### src/rtl/note_cmd_rx.sv
// Serial note-command receiver: 8N1 UART front end plus a MIDI Note On/Off parser that drives a
// 6-bit note index and a gate per synth channel. Optional macro NOTE_CMD_ALL_OFF_EN enables 0xBn
// with controller 123 (all notes off) per channel.
module note_cmd_rx #(
  parameter int unsigned CLK_HZ    = 50000000,
  parameter int unsigned BAUD      = 31250,
  parameter int unsigned NUM_CH    = 4,
  parameter int unsigned NOTE_BASE = 36
) (
  input  logic                clk,
  input  logic                rst_n,
  input  logic                rx_in,
  output logic [6*NUM_CH-1:0] note_out,
  output logic [NUM_CH-1:0]   gate_out,
  output logic                msg_valid,
  output logic                frame_err
);

  localparam int unsigned ClksPerBit = CLK_HZ / BAUD;
  localparam int unsigned HalfBit    = ClksPerBit / 2;
  localparam int unsigned CntW       = $clog2(ClksPerBit);
  localparam int unsigned ChW        = (NUM_CH > 1) ? $clog2(NUM_CH) : 1;

  typedef enum logic [2:0] {UIdle, UStart, UData, UStop, UWaitHigh} uart_st_e;
  typedef enum logic [1:0] {PsWaitStatus, PsWaitKey, PsWaitVel} parse_st_e;
  typedef enum logic [1:0] {KindOn, KindOff, KindCc} kind_e;

  logic            rx_meta_q, rx_sync_q;
  uart_st_e        uart_st_q;
  logic [CntW-1:0] cnt_q;
  logic [2:0]      bit_idx_q;
  logic [7:0]      shift_q, byte_q;
  logic            byte_stb_q, frame_err_q;

  // UART receiver; start/data/stop are all sampled mid-bit.
  always_ff @(posedge clk or negedge rst_n) begin
    if (!rst_n) begin
      rx_meta_q   <= 1'b1;
      rx_sync_q   <= 1'b1;
      uart_st_q   <= UIdle;
      cnt_q       <= '0;
      bit_idx_q   <= '0;
      shift_q     <= '0;
      byte_q      <= '0;
      byte_stb_q  <= 1'b0;
      frame_err_q <= 1'b0;
    end else begin
      rx_meta_q   <= rx_in;
      rx_sync_q   <= rx_meta_q;
      byte_stb_q  <= 1'b0;
      frame_err_q <= 1'b0;
      case (uart_st_q)
        UIdle: begin
          cnt_q <= '0;
          if (!rx_sync_q) uart_st_q <= UStart;
        end
        UStart: begin
          if (cnt_q == CntW'(HalfBit - 1)) begin
            cnt_q     <= '0;
            bit_idx_q <= '0;
            uart_st_q <= rx_sync_q ? UIdle : UData;
          end else begin
            cnt_q <= cnt_q + CntW'(1);
          end
        end
        UData: begin
          if (cnt_q == CntW'(ClksPerBit - 1)) begin
            cnt_q     <= '0;
            shift_q   <= {rx_sync_q, shift_q[7:1]};
            bit_idx_q <= bit_idx_q + 3'd1;
            if (bit_idx_q == 3'd7) uart_st_q <= UStop;
          end else begin
            cnt_q <= cnt_q + CntW'(1);
          end
        end
        UStop: begin
          if (cnt_q == CntW'(ClksPerBit - 1)) begin
            cnt_q <= '0;
            if (rx_sync_q) begin
              byte_q     <= shift_q;
              byte_stb_q <= 1'b1;
              uart_st_q  <= UIdle;
            end else begin
              frame_err_q <= 1'b1;
              uart_st_q   <= UWaitHigh;
            end
          end else begin
            cnt_q <= cnt_q + CntW'(1);
          end
        end
        UWaitHigh: if (rx_sync_q) uart_st_q <= UIdle;
        default:   uart_st_q <= UIdle;
      endcase
    end
  end

  parse_st_e           ps_st_q;
  logic                rs_valid_q;
  kind_e               rs_kind_q;
  logic [ChW-1:0]      rs_ch_q;
  logic [6:0]          key_q;
  logic [6*NUM_CH-1:0] note_q;
  logic [NUM_CH-1:0]   gate_q;
  logic                msg_valid_q;

  logic       is_rt, ch_ok, status_ok, key_ok;
  kind_e      status_kind;
  logic [7:0] key_ext, idx_full;
  logic [5:0] idx;

  assign is_rt    = (byte_q[7:3] == 5'b11111);
  assign ch_ok    = 32'(byte_q[3:0]) < NUM_CH;
  assign key_ext  = {1'b0, key_q};
  assign idx_full = key_ext - 8'(NOTE_BASE - 1);
  assign key_ok   = (32'(key_ext) >= NOTE_BASE) && (idx_full <= 8'd63);
  assign idx      = idx_full[5:0];

  always_comb begin
    status_ok   = 1'b0;
    status_kind = KindOn;
    if (ch_ok) begin
      case (byte_q[7:4])
        4'h9: begin status_ok = 1'b1; status_kind = KindOn;  end
        4'h8: begin status_ok = 1'b1; status_kind = KindOff; end
`ifdef NOTE_CMD_ALL_OFF_EN
        4'hB: begin status_ok = 1'b1; status_kind = KindCc;  end
`endif
        default: ;
      endcase
    end
  end

  // Message parser; results are registered one cycle after the velocity byte strobe.
  always_ff @(posedge clk or negedge rst_n) begin
    if (!rst_n) begin
      ps_st_q     <= PsWaitStatus;
      rs_valid_q  <= 1'b0;
      rs_kind_q   <= KindOn;
      rs_ch_q     <= '0;
      key_q       <= '0;
      note_q      <= '0;
      gate_q      <= '0;
      msg_valid_q <= 1'b0;
    end else begin
      msg_valid_q <= 1'b0;
      if (byte_stb_q && !is_rt) begin
        if (byte_q[7]) begin
          rs_valid_q <= status_ok;
          rs_kind_q  <= status_kind;
          rs_ch_q    <= ChW'(byte_q[3:0]);
          ps_st_q    <= status_ok ? PsWaitKey : PsWaitStatus;
        end else begin
          case (ps_st_q)
            PsWaitStatus: begin
              if (rs_valid_q) begin
                key_q   <= byte_q[6:0];
                ps_st_q <= PsWaitVel;
              end
            end
            PsWaitKey: begin
              key_q   <= byte_q[6:0];
              ps_st_q <= PsWaitVel;
            end
            PsWaitVel: begin
              ps_st_q <= PsWaitKey;
              for (int k = 0; k < NUM_CH; k++) begin
                if (ChW'(k) == rs_ch_q) begin
                  if (rs_kind_q != KindCc) begin
                    if (key_ok) begin
                      msg_valid_q <= 1'b1;
                      if (rs_kind_q == KindOn && byte_q[6:0] != 7'd0) begin
                        note_q[6*k +: 6] <= idx;
                        gate_q[k]        <= 1'b1;
                      end else if (note_q[6*k +: 6] == idx) begin
                        gate_q[k] <= 1'b0;
                      end
                    end
                  end
`ifdef NOTE_CMD_ALL_OFF_EN
                  else if (key_q == 7'd123) begin
                    gate_q[k]   <= 1'b0;
                    msg_valid_q <= 1'b1;
                  end
`endif
                end
              end
            end
            default: ps_st_q <= PsWaitStatus;
          endcase
        end
      end
    end
  end

  assign note_out  = note_q;
  assign gate_out  = gate_q;
  assign msg_valid = msg_valid_q;
  assign frame_err = frame_err_q;

endmodule

### config.mk
export PLATFORM = sky130hd
export DESIGN_NAME = note_cmd_rx
export DESIGN_NICKNAME = d
export VERILOG_FILES = /design/src/rtl/note_cmd_rx.sv
export SDC_FILE = /design/constraint.sdc
export NUM_CORES = 1
export LEC_CHECK = 0
export CORE_UTILIZATION = 50
export DETAILED_ROUTE_END_ITERATION = 10
export HOLD_SLACK_MARGIN = 0.03
export PLACE_DENSITY = 0.71
export SLEW_MARGIN = 40
export SYNTH_ARGS = -nofsm -noshare
export SYNTH_HDL_FRONTEND = slang
export SYNTH_SLANG_ARGS = --single-unit
### constraint.sdc
create_clock -name clk -period 3.9 [get_ports clk]
set_input_delay 0.78 -clock clk [delete_from_list [all_inputs] [get_ports clk]]
set_output_delay 0.78 -clock clk [all_outputs]
set_load 0.02 [all_outputs]
# == Yosys cells after proc, flatten, opt, wreduce, memory -nomap -nowiden ==
# Cells that the tools add are included.
# classes
add_sub_neg,3
magnitude_cmp,3
eq_ne,28
n_mux,54
bitwise_logic,1
n_reduce_logical,33
# ops
cell,count
7-bit AND reduction,8
1-bit two-way mux,34
11-bit case mux with 3 select lines,1
3-bit two-way mux,9
6-bit == test,4
11-bit two-way mux,2
"2-bit != test, second input constant",8
3-bit case mux with 5 select lines,1
7-bit case mux with 2 select lines,1
2-bit nonzero test,6
"11-bit by 1-bit adder with 11-bit output, second input constant",1
"11-bit by 10-bit == test with 1-bit output, second input constant",1
"11-bit == test, second input constant",1
"4-bit == test, second input constant",2
"8-bit by 6-bit less-or-equal comparator with 1-bit output, second input constant",1
"7-bit by 6-bit subtractor with 8-bit output, second input constant",1
"7-bit by 6-bit greater-or-equal comparator with 1-bit output, second input constant",1
7-bit two-way mux,1
7-bit nonzero test,1
"3-bit by 2-bit == test with 1-bit output, second input constant",2
"3-bit == test, second input constant",2
2-bit zero test,3
2-bit two-way mux,3
2-bit case mux with 3 select lines,1
20 further kinds,27
# word_totals
reg_bits,80
in_bits,3
out_inout_bits,30
word_cells,145

# == Depth between registers and ports, before layout ==
# logic_depth
depth_word,18
ltp_mapped,8

# == Worst setup path before layout ==
# Ideal clock, no wire load.
# synth_timing
path_kind,register to register
from,register key_q[1]
to,"register note_q[10], in the netlist note_out[10]"
arrival_ns,1.970
setup_slack_ns,1.806
stages_incl_launch_ff,7
n_path_buf,1
period_less_slack_ns,2.094
cell_sequence,dfrtp_1 > ha_1 > clkbuf_1 > o41ai_1 > o2bb2ai_2 > nand4_1 > mux2_2
# synth_between
elab_chain_cells,4
word_cells_on_any_way,5
# synth_lines
item,line,rtl
"start, declared",101,logic [6:0] key_q;
"start signal, assigned",156,key_q <= byte_q[6:0];
"start signal, assigned",161,key_q <= byte_q[6:0];
7-bit by 6-bit subtractor with 8-bit output,114,assign idx_full = key_ext - 8'(NOTE_BASE - 1);
8-bit by 6-bit less-or-equal comparator with 1-bit output,115,assign key_ok = (32'(key_ext) >= NOTE_BASE) && (idx_full <= 8'd63);
1-bit logical AND,115,
7-bit AND reduction (no line),--,
"end signal, assigned by index",172,note_q[6*k +: 6] <= idx;
"end, declared",102,logic [6*NUM_CH-1:0] note_q;
# Several ways; a longest one is shown, not always the timed one.
# A chain may end at the register's enable or synchronous reset.

# == Worst setup path after layout ==
# layout_timing
from,register key_q[0]
to,"register note_q[10], in the netlist note_out[10]"
# The elaborated chain is that of the path after synthesis.

==> reports/metrics.cfg <==
[cts]
cts_inserted_buffers=9
path_clk_slew_ps=80
post_cts_buffers=0
postCtsHoldBufs=0
clock_sink_count=79
cts_resized=0
cts_tree=built
clkLatencyLatePin_ps=340
clockRootBuffer=clkbuf_8
cts_htree_levels=3
cts_max_path_buffers=2

[finish]
nets=387
area_growth_pct=15.7
final_cells=486
drive_gt1_share_pct=22.4
nFillCells=638
antenna_cells=0
final_area_um2=4780

[sta]
slew_headroom_pct=46.8
tightestPinTransition_ps=798
setup_tns_ps=0
fmax_mhz=403
rsz0062_at_grt=no
fin_skew_ps=7.09
hold_viol=0
finalSetupViolations=0
period_needed_ps=2480
report.final.slew_viol_count=0
hold-worst-slack_ps=360
period_share_pct=63.6

[yosys]
yosysSeqAreaShare_pct=47.9
synth_compound_area_share_pct=8.96
async_flop_share_pct=100
syn_area_um2=4140
synth-main-ff-cell=dfrtp_1
synth_xor_area_share_pct=8.50
synth.avg_cell_area_um2=11.8
ys_ff_latch=79
synth-simple-area-share_pct=16.8
synth_nets=359
synth_edf_count=0
synth.distinct_cells=60
synthCells=351
synth_mux_area_share_pct=13.9
synth_fa_ha_area_share_pct=1.51
synth_top_family_by_area=simple AND/OR/NAND/NOR gates
synth_warnings=0

[placement]
placed_cells=470
placed_cell_area_um2=4530
dpl.hpwl_um=5410
gp_congestion=0.808
portBuffers=32

[drt]
drtAntennaViolNets=0
routedWlPerCell_um=16.1
drtIter0Drc=141
wl_um=7820
vias_per_cell=5.79
dr.pass1.iters=4
vias=2816
drcViolationCount=0

[setup_path]
crit_arrival_ps=2710
cp-startpoint=key_q[0]
cp-end-kind=register
reg2reg_from=key_q[0]
worst-path-max-fanout=9
criticalPathCategory=reg2reg
start_kind=register
crit_required_ps=4130

[floorplanning]
fp.dieArea_um2=8640
io_pins=33
rows=32
initial_utilization_pct=52.7
die_y_um=92.9
core_um2=7850
die_x_um=92.9

[min_path]
hp-start=rx_meta_q
hp-class=reg2reg

[global_route]
grt_max_degree=80
antenna_found_initial=0
grt_pass1_wl_um=13300
overflow=0
track_usage_pct=19.7
grt_pass1_vias=2691

[power_and_ir_drop]
ir_drop_mv=0.304
p_total_mw=1.57
leakage_nw=2.18
power.density_nw_per_um2=329

[run]
cap_violations=0

[status]
status=finished clean

cell usage after synthesis (4+ instances only):
| master | instances | area share (%) |
|---|---|---|
| nand3_1 | 15 | 1.8 |
| nor3_1 | 8 | 0.97 |
| mux2_2 | 49 | 13 |
| ha_1 | 5 | 1.5 |
| nand4_1 | 4 | 0.61 |
| o22ai_1 | 5 | 0.76 |
| nor4_1 | 5 | 0.76 |
| clkbuf_1 | 11 | 1.0 |
| dfrtp_1 | 77 | 47 |
| xnor2_1 | 15 | 3.2 |
| and2_1 | 5 | 0.76 |
| xnor3_1 | 6 | 3.3 |
| a21oi_1 | 7 | 0.85 |
| nor2b_1 | 6 | 0.91 |
| xor2_1 | 7 | 1.5 |
| o21ai_0 | 5 | 0.61 |
| nor2_1 | 12 | 1.1 |
| inv_1 | 9 | 0.82 |
| nor3b_1 | 5 | 0.91 |
| nand2_1 | 28 | 2.5 |
cells in the final DEF, fill, tap and decap left out, types with 6 or more instances in the layout:
| master | Yosys | layout |
|---|---|---|
| a21oi_1 | 7 | 7 |
| clkbuf_8 | 0 | 10 |
| clkdlybuf4s50_1 | 0 | 31 |
| dfrtp_1 | 77 | 77 |
| inv_1 | 9 | 9 |
| mux2_2 | 49 | 49 |
| nand2_1 | 28 | 28 |
| nand3_1 | 15 | 15 |
| nor2_1 | 12 | 12 |
| nor2b_1 | 6 | 6 |
| nor3_1 | 8 | 8 |
| xnor2_1 | 15 | 15 |
| xnor3_1 | 6 | 6 |
| xor2_1 | 7 | 7 |
power by group:
| part | leakage [nW] | internal (mW) | total (mW) | switching (mW) |
|---|---|---|---|---|
| logic | 0.976 | 0.00197 | 0.0176 | 0.0156 |
| registers | 1.08 | 0.820 | 0.821 | 0.00106 |
| clock network | 0.122 | 0.440 | 0.734 | 0.293 |
routing by layer:
metal,GRT usage (%),up-vias,wire length [um]
met3,4.76,8,210
met5,0,-,0
met4,6.03,0,69
met1,28.3,1422,3880
li1,-,1346,-
met2,29.4,40,3660
critical path, cell delays in order, from the launching register on:
cell and delay, ps:
dfrtp_1 520, ha_1 380, o41ai_1 400, o2bb2ai_2 250, nand4_1 410, mux2_2 400
through the flow:
stage	setup slack, ps	util (%)
2_1_floorplan	1810	-
3_3_place_gp	1410	57.6
3_5_place_dp	1440	57.7
4_1_cts	1420	60.9
5_1_grt	1270	61.0
6_report	1420	61.0
cells by family after synthesis:
group,after synthesis
flops,79
xor+xnor,29
fa+ha+maj,5
simple gates,113
buf+inv,25
compound gates,49
mux,51
registers in the layout, indices dropped and copies added (netlist names), 2 cells and up:
register   count
byte_q         8
cnt_q         11
uart_st_q      3
shift_q        8
ps_st_q        2
bit_idx_q      3
note_out      24
rs_ch_q        2
key_q          7
gate_out       4
final timing paths:
path / slack, ps / to / cells past startpoint
max: 1420 / note_out[10] / 5
min: 360 / rx_sync_q / 0
max reg2reg: 1420 / note_out[10] / 5
min reg2reg: 360 / rx_sync_q / 0
max in group asynchronous: 2950 / note_out[6] / 1
min in group asynchronous: 450 / cnt_q[1] / 1
cell type report:
class / instances / area (um^2) / share of cell area (%)
Sequential cell: 79 / 1980 / 41.4
Inverter: 9 / 33.8 / 0.706
Multi-Input combinational cell: 247 / 2070 / 43.2
Clock buffer: 10 / 138 / 2.88
Clock inverter: 6 / 108 / 2.25
Tap cell: 102 / 128 / 2.67
Timing Repair Buffer: 33 / 329 / 6.88
Power figures use the tool's default switching activity.
